==> src/rtl/mem_pkg.sv <==
// mem_pkg: shared FSM state type and default geometry for the memory responder.
package mem_pkg;
  localparam int ADDR_W_DEF = 5;
  localparam int DATA_W_DEF = 8;
  localparam int PROT_TOP_DEF = 15;
  typedef enum logic [1:0] {IDLE, RD, WR, ERR} state_t;
endpackage

==> src/rtl/mem_array.sv <==
// mem_array: single-write-port word storage with a registered read of the latched address.
module mem_array
  import mem_pkg::*;
#(
  parameter int ADDR_W = ADDR_W_DEF,
  parameter int DATA_W = DATA_W_DEF
) (
  input  logic              clk,
  input  logic              rst_,
  input  logic              we,
  input  logic [ADDR_W-1:0] waddr,
  input  logic [DATA_W-1:0] wdata,
  input  logic              re,
  input  logic [ADDR_W-1:0] raddr,
  output logic [DATA_W-1:0] rdata
);
  logic [DATA_W-1:0] mem [0:(1<<ADDR_W)-1];
  // Storage is deliberately left out of reset so a loaded program survives it.
  always_ff @(posedge clk) begin
    if (we) mem[waddr] <= wdata;
  end
  always_ff @(posedge clk or negedge rst_) begin
    if (!rst_) rdata <= '0;
    else if (re) rdata <= mem[raddr];
  end
endmodule

==> src/rtl/mem_responder.sv <==
// mem_responder: strobe-driven memory responder with write protection, counters and sticky error.
module mem_responder
  import mem_pkg::*;
#(
  parameter int ADDR_W = ADDR_W_DEF,
  parameter int DATA_W = DATA_W_DEF,
  parameter int PROT_TOP = PROT_TOP_DEF
) (
  input  logic              clk,
  input  logic              rst_,
  input  logic [ADDR_W-1:0] addr,
  input  logic              mem_rd,
  input  logic              mem_wr,
  input  logic [DATA_W-1:0] data_in,
  input  logic              wp,
  input  logic              ld_en,
  input  logic [ADDR_W-1:0] ld_addr,
  input  logic [DATA_W-1:0] ld_data,
  output logic [DATA_W-1:0] data_out,
  output logic              rd_valid,
  output logic              wr_ack,
  output logic              err,
  output logic [7:0]        rd_cnt,
  output logic [7:0]        wr_cnt
);
  localparam logic [ADDR_W-1:0] PROT_A = ADDR_W'(PROT_TOP);
  state_t state, nxt;
  logic rd_go, wr_go, err_set, ld_go, we;
  logic prot;
  assign prot = wp && (addr <= PROT_A);
  always_comb begin
    nxt = state;
    rd_go = 1'b0;
    wr_go = 1'b0;
    err_set = 1'b0;
    ld_go = 1'b0;
    if (mem_rd && mem_wr) begin
      nxt = ERR;
      err_set = 1'b1;
    end else begin
      case (state)
        IDLE: begin
          rd_go = mem_rd;
          wr_go = mem_wr && !prot;
          err_set = mem_wr && prot;
          ld_go = !mem_rd && !mem_wr && ld_en;
          nxt = mem_rd ? RD : mem_wr ? WR : IDLE;
        end
        RD: nxt = mem_rd ? RD : IDLE;
        WR: nxt = mem_wr ? WR : IDLE;
        default: nxt = (mem_rd || mem_wr) ? ERR : IDLE;
      endcase
    end
  end
  assign we = wr_go || ld_go;
  assign rd_valid = (state == RD);
  always_ff @(posedge clk or negedge rst_) begin
    if (!rst_) begin
      state <= IDLE;
      wr_ack <= 1'b0;
      err <= 1'b0;
      rd_cnt <= '0;
      wr_cnt <= '0;
    end else begin
      state <= nxt;
      wr_ack <= wr_go;
      err <= err || err_set;
      rd_cnt <= rd_cnt + 8'(rd_go && rd_cnt != 8'hFF);
      wr_cnt <= wr_cnt + 8'(wr_go && wr_cnt != 8'hFF);
    end
  end
  mem_array #(.ADDR_W(ADDR_W), .DATA_W(DATA_W)) u_mem (
    .clk(clk),
    .rst_(rst_),
    .we(we),
    .waddr(ld_go ? ld_addr : addr),
    .wdata(ld_go ? ld_data : data_in),
    .re(rd_go),
    .raddr(addr),
    .rdata(data_out)
  );
endmodule
==> config.mk <==
export PLATFORM = sky130hd
export DESIGN_NAME = mem_responder
export DESIGN_NICKNAME = d
export VERILOG_FILES = /design/src/rtl/mem_pkg.sv /design/src/rtl/mem_array.sv /design/src/rtl/mem_responder.sv
export SDC_FILE = /design/constraint.sdc
export NUM_CORES = 1
export LEC_CHECK = 0
export CORE_ASPECT_RATIO = 1.2
export CORE_MARGIN = 8
export CORE_UTILIZATION = 36
export CTS_BUF_LIST = sky130_fd_sc_hd__clkbuf_4 sky130_fd_sc_hd__clkbuf_8
export DETAILED_ROUTE_END_ITERATION = 7
export HOLD_SLACK_MARGIN = 0.03
export PLACE_DENSITY = 0.63
export SLEW_MARGIN = 20
export SYNTH_ARGS = -nofsm -noshare
export SYNTH_HDL_FRONTEND = slang
export SYNTH_HIERARCHICAL = 1
export SYNTH_SLANG_ARGS = --single-unit
==> constraint.sdc <==
create_clock -name clk -period 5.55 [get_ports clk]
set_input_delay 1.11 -clock clk [delete_from_list [all_inputs] [get_ports clk]]
set_output_delay 1.11 -clock clk [all_outputs]
set_load 0.03 [all_outputs]
==> flow_summary_export.csv, run 1 <==
group,metric,value,unit
logic_synthesis,avgSynthCellArea,17.0,um2
floorplan,ios,59,
hold_path,hold_depth,1,
route,wl_per_cell,22.3,um
clocking,cts_buffers,42,
hold_path,hold_end,"wr_cnt[7]",
global_routing,antenna_found_initial,0,
power_and_ir_drop,ir_drop,0.278,mV
placement,dp_hpwl,16.6,mm
sta,fin_crit,3.74,ns
sta,rsz0062_at_grt,"false",
route,route.detailed.drc,0,
global_routing,grt_max_degree,65,
logic_synthesis,synth-seq-area-share,72.9,%
power_and_ir_drop,p_leak,0.00467,uW
clocking,post_cts_buffers,0,
job,max-cap-violations,0,
run_status,outcome,"completed",
clocking,htree_levels,2,
floorplan,coreArea,0.0314,mm2
route,drtIter0Drc,519,
sta,period_share,67.4,%
setup_path,path_class,"in -> reg",
sta,slew_violations,0,
sta,setup_viol,0,
global_routing,grt_pass1_wl,39.5,mm
clocking,hold_buffers,0,
floorplan,rows,71,
layout,finalNetCount,790,
layout,diodes,0,
sta,slew_headroom,49.2,%
setup_path,cp-end-kind,"flop",
logic_synthesis,synth_cells,679,
sta,setup-tns-final,0,ns
clocking,cts_tree,"done",
layout,drive_above_1_share,14.0,%
logic_synthesis,yosysUniqueCellTypes,38,
sta,clock_skew,0.0158,ns
layout,areaGrowthSynthToFinish,15.9,%
route,totalWireLength,26.5,mm
clocking,cts_sinks,284,
setup_path,start_kind,"input pin",
floorplan,dieWidth,179,um
floorplan,die_area,0.0380,mm2
route,dr.pass1.iters,5,
clocking,clk_pin_slew,0.06,ns
route,avgViaCountPerCell,5.20,
floorplan,dieHeight,212,um
route,vias,6172,
setup_path,r2r_slack,2.40,ns
placement,portBuffers,58,
sta,fmax,267,MHz
setup_path,regToRegEndpoint,"u_mem/mem[30][6]",
layout,layout_commonest_cell,"edfxtp_1",
setup_path,path_max_fanout,14,
clocking,clk_latency,0.53,ns
logic_synthesis,syn_area,0.0115,mm2
sta,hold_viol_final,0,
setup_path,rr_startpoint,"state[1]",
layout,final_cell_mix,"edfxtp_1 (256), mux2i_1 (128), a22oi_1 (64), clkdlybuf4s50_1 (57), clkbuf_8 (50)",
global_routing,grt-ovfl-total,0,
placement,gp_congestion,0.788,
logic_synthesis,syn_nets,715,
logic_synthesis,synth.yosys.warnings,6,
clocking,root_buffer,"clkbuf_8",
global_routing,grt_usage,14.0,%
sta,worst_pin_slew,0.761,ns
logic_synthesis,ys_ff_latch,284,
hold_path,hold_start,"wr_cnt[7]",
power_and_ir_drop,powerDensity,353,mW/mm2
route,route.antenna.remaining_nets,0,
hold_path,worstHoldPathType,"reg -> reg",
setup_path,ff2ff_path_depth,5,
clocking,ctsResizeCount,0,
global_routing,grt_pass1_vias,6540,
layout,fin_util,42.4,%
floorplan,start_util,36.6,%
setup_path,required,5.71,ns
setup_path,arrival,3.91,ns
clocking,ctsLongestPathBuffers,3,
-- routing by layer --
metal  track usage [%]  share of wire [%]  vias to the layer above
li1                  -                  -                     2828
met1              16.5                 39                     3036
met2              23.9                 50                      234
met3              2.91                5.8                       74
met4              6.99                4.3                        0
met5                 0                  0                        -
-- Yosys cell counts --
| cell type | count | share of area [%] |
|---|---|---|
| inv_1 | 1 | 0.033 |
| mux2_4 | 9 | 1.2 |
| dfrtp_1 | 28 | 6.1 |
| nand3_1 | 10 | 0.43 |
| a22oi_1 | 64 | 4.2 |
| nor4_1 | 8 | 0.43 |
| edfxtp_1 | 256 | 67 |
| nand4_1 | 2 | 0.11 |
| buf_4 | 7 | 0.46 |
| a31oi_1 | 1 | 0.054 |
| mux2i_1 | 128 | 11 |
| a21oi_1 | 36 | 1.6 |
| mux2_2 | 12 | 1.2 |
| o21ai_0 | 1 | 0.043 |
| nor4b_1 | 2 | 0.15 |
| or2_2 | 1 | 0.054 |
| xnor2_1 | 10 | 0.76 |
| nor2b_1 | 2 | 0.11 |
| or3b_2 | 3 | 0.23 |
| xor2_1 | 2 | 0.15 |
| nand2b_1 | 5 | 0.27 |
| buf_6 | 8 | 0.78 |
| buf_1 | 2 | 0.065 |
| buf_2 | 10 | 0.43 |
| and2_1 | 1 | 0.054 |
| ha_1 | 4 | 0.43 |
| nand3b_4 | 1 | 0.17 |
| or2b_1 | 1 | 0.065 |
| nand2_1 | 6 | 0.20 |
| nand3b_1 | 5 | 0.33 |
| or3_1 | 1 | 0.054 |
| clkbuf_1 | 8 | 0.26 |
| nor3_4 | 1 | 0.14 |
| nor2_1 | 36 | 1.2 |
| and4_1 | 2 | 0.15 |
| and2b_1 | 1 | 0.065 |
| and3_1 | 3 | 0.16 |
| o21a_1 | 1 | 0.065 |
-- area by class of cell --
type	count	area [um2]
multi-input combinational	359	2900
fill	2865	18100
inverter	1	3.75
timing repair buffer	66	654
clock inverter	15	118
sequential	284	8390
clock buffer	61	771
tap	401	502
-- how the worst max path moves through the flow --
stage               startpoint                to  slack [ns]
global placement        mem_rd  u_mem/mem[30][4]        1.37
global route            mem_rd  u_mem/mem[30][6]        1.69
finish                  mem_rd  u_mem/mem[30][6]        1.81
floorplan               mem_rd  u_mem/mem[17][0]        2.39
CTS                     mem_rd  u_mem/mem[22][2]        1.87
detailed placement      mem_rd  u_mem/mem[22][6]        1.30
-- flip-flops by register name, summed over array words and instances (netlist names) --
signal	cells
err	1
wr_ack	1
state	2
rd_cnt	8
wr_cnt	8
u_mem/rdata	8
u_mem/mem	256
-- where the power goes --
group / switching [uW] / internal [uW] / leakage (uW) / total (uW)
logic: 306 / 198 / 0.00155 / 504
registers: 61.5 / 2400 / 0.00265 / 2460
clock network: 755 / 986 / 0.000475 / 1740
total: 1120 / 3580 / 0.00467 / 4710
-- critical path: stages --
cell	delay, ns
clkdlybuf4s50_1	0.54
nor3_4	0.22
nand3b_4	0.28
mux2_2	0.39
nand3b_1	0.60
nor2_1	0.76
-- logic make-up after synthesis --
group,after synthesis,share of synthesized area (%)
AND/OR/NAND/NOR,91,4.36
buffers and inverters,36,2.03
AO/OA/AOI/OAI,103,5.90
flip-flops,284,72.9
XOR/XNOR,12,0.913
adder cells (fa/ha/maj),4,0.435
multiplexers,149,13.5
-- through the flow --
stage / instances / power (uW) / setup slack, ns / cell area [um2] / hold slack, ns
after floorplan: 679 / 2780 / 2.39 / 11500 / 0.591
after global placement: 1111 / 3010 / 1.37 / 12400 / 0.451
after detailed placement: 1111 / 3020 / 1.30 / 12400 / 0.459
after CTS: 1187 / 4750 / 1.87 / 13300 / 0.497
after global routing: 1187 / 4860 / 1.69 / 13300 / 0.523
final: 1187 / 4710 / 1.81 / 13300 / 0.497
(Power assumes the default switching activity.)
==> run 2, diff against run 1 <==
--- a/config.mk
+++ b/config.mk
@@ -11,7 +11,7 @@
 export CTS_BUF_LIST = sky130_fd_sc_hd__clkbuf_4 sky130_fd_sc_hd__clkbuf_8
 export DETAILED_ROUTE_END_ITERATION = 7
 export HOLD_SLACK_MARGIN = 0.03
-export PLACE_DENSITY = 0.63
+export PLACE_DENSITY = 0.65
 export SLEW_MARGIN = 20
 export SYNTH_ARGS = -nofsm -noshare
 export SYNTH_HDL_FRONTEND = slang
==> constraint.sdc (replaced) <==
create_clock -name clk -period 3.2 [get_ports clk]
set_input_delay 0.64 -clock clk [delete_from_list [all_inputs] [get_ports clk]]
set_output_delay 0.64 -clock clk [all_outputs]
set_load 0.03 [all_outputs]
==> flow_summary_export.csv, run 2 (synthesized netlist as in run 1, its figures left out) <==
group,metric,value,unit
run_status,outcome,"completed",
clocking,hold_buffers,0,
sta,hold_viol_final,0,
placement,dp_hpwl,17.4,mm
sta,slew_violations,0,
clocking,clk_pin_slew,0.07,ns
job,max-cap-violations,0,
clocking,root_buffer,"clkbuf_8",
power_and_ir_drop,ir_drop,0.362,mV
setup_path,cp_slowest_cell,"clkdlybuf4s50_1",
setup_path,cp-end-kind,"primary output",
floorplan,dieHeight,212,um
floorplan,start_util,36.6,%
setup_path,path_max_fanout,7,
route,avgViaCountPerCell,5.26,
route,dr.pass1.iters,5,
route,wl_per_cell,22.2,um
clocking,cts_sinks,284,
sta,hold_ws,0.470,ns
setup_path,crit_chain,"and2b_1 -> clkdlybuf4s50_1",
global_routing,grt_pass1_vias,6937,
floorplan,rows,71,
placement,portBuffers,58,
route,route.antenna.remaining_nets,0,
clocking,ctsLongestPathBuffers,3,
route,vias,6501,
layout,drive_above_1_share,19.3,%
clocking,clk_latency,0.54,ns
clocking,cts_buffers,42,
setup_path,arrival,1.92,ns
layout,largest_reg_flops,256,
route,totalWireLength,27.4,mm
layout,fill_cells,2829,
sta,slew_headroom,48.7,%
clocking,post_cts_buffers,0,
hold_path,worstHoldPathType,"reg -> reg",
clocking,ctsResizeCount,0,
route,drtIter0Drc,607,
route,route.detailed.drc,0,
sta,clock_skew,0.0174,ns
global_routing,grt-ovfl-total,0,
layout,largest_register,"u_mem/mem",
setup_path,path_class,"reg -> out",
sta,rsz0062_at_grt,"false",
layout,finalNetCount,840,
power_and_ir_drop,powerDensity,597,mW/mm2
global_routing,grt_pass1_wl,41.3,mm
sta,fin_crit,2.56,ns
layout,final_cell_mix,"edfxtp_1 (256), mux2i_1 (128), a22oi_1 (64), clkdlybuf4s50_1 (57), buf_4 (52)",
sta,layout_setup_ws,0.635,ns
global_routing,antenna_found_initial,0,
floorplan,coreArea,0.0314,mm2
sta,setup_viol,0,
layout,diodes,0,
floorplan,die_area,0.0380,mm2
power_and_ir_drop,p_leak,0.00495,uW
sta,worst_pin_slew,0.770,ns
placement,dp_slack,0.122,ns
setup_path,max_stage_delay,0.67,ns
clocking,cts_tree,"done",
floorplan,dieWidth,179,um
floorplan,ios,59,
clocking,htree_levels,2,
placement,place_inst,1161,
setup_path,start_kind,"flop",
sta,period_share,80.1,%
layout,areaGrowthSynthToFinish,19.7,%
placement,gp_congestion,0.797,
setup_path,required,2.56,ns
layout,layout_commonest_cell,"edfxtp_1",
global_routing,grt_usage,14.6,%
global_routing,grt_max_degree,61,
layout,final_cells,1236,
sta,fmax,390,MHz
sta,setup-tns-final,0,ns
[run 2: cell types whose count changed in the layout (fill, tap and decap cells not counted), sizes merged]
cell and delta:
buf +50, clkinv -3, clkbuf +1, clkinvlp +1
[run 2: per-stage QoR]
step	power (uW)	cell area [um2]	utilization, %
final	8230	13800	43.8
after global routing	8530	13800	43.8
after CTS	8310	13800	43.8
after detailed placement	5250	12900	41.0
after global placement	5240	12900	41.0
after floorplan	4820	11500	-
[run 2: routing by layer]
| metal | up-vias | wire length (um) | global-route usage (%) |
|---|---|---|---|
| met3 | 69 | 1790 | 3.12 |
| met2 | 232 | 13900 | 25.2 |
| met4 | 0 | 1020 | 6.33 |
| met1 | 3267 | 10700 | 17.4 |
| met5 | - | 0 | 0 |
| li1 | 2933 | - | - |
[run 2: path summary, 6_finish.rpt]
kind                           from              end  slack, ns  cells after the start
max                        state[1]         rd_valid       0.64                      2
min                             err              err       0.47                      1
max reg2reg                state[1]  u_mem/mem[4][1]       0.66                      6
min reg2reg                     err              err       0.47                      1
max in group asynchronous      rst_        wr_cnt[4]       2.40                      2
min in group asynchronous      rst_   u_mem/rdata[6]       0.49                      2
[run 2: layout make-up]
| cell class | count | area [um2] | share of cell area [%] |
|---|---|---|---|
| Clock inverter | 13 | 113 | 0.817 |
| Inverter | 1 | 3.75 | 0.0272 |
| Tap cell | 401 | 502 | 3.64 |
| Timing Repair Buffer | 116 | 1090 | 7.93 |
| Clock buffer | 62 | 778 | 5.65 |
| Sequential cell | 284 | 8390 | 60.9 |
| Multi-Input combinational cell | 359 | 2900 | 21.1 |
[run 2: power breakdown]
part / switching [uW] / internal [uW] / total (uW)
Clock: 1340 / 1720 / 3060
Combinational: 536 / 366 / 902
Sequential: 107 / 4160 / 4270
Total: 1980 / 6250 / 8230
[run 2: worst max-delay path, delay by kind of cell, from the launching register on]
kind,cells,cell delay (ns)
buffers and inverters,1,0.67
DFF,1,0.48
and+or+nand+nor,1,0.23
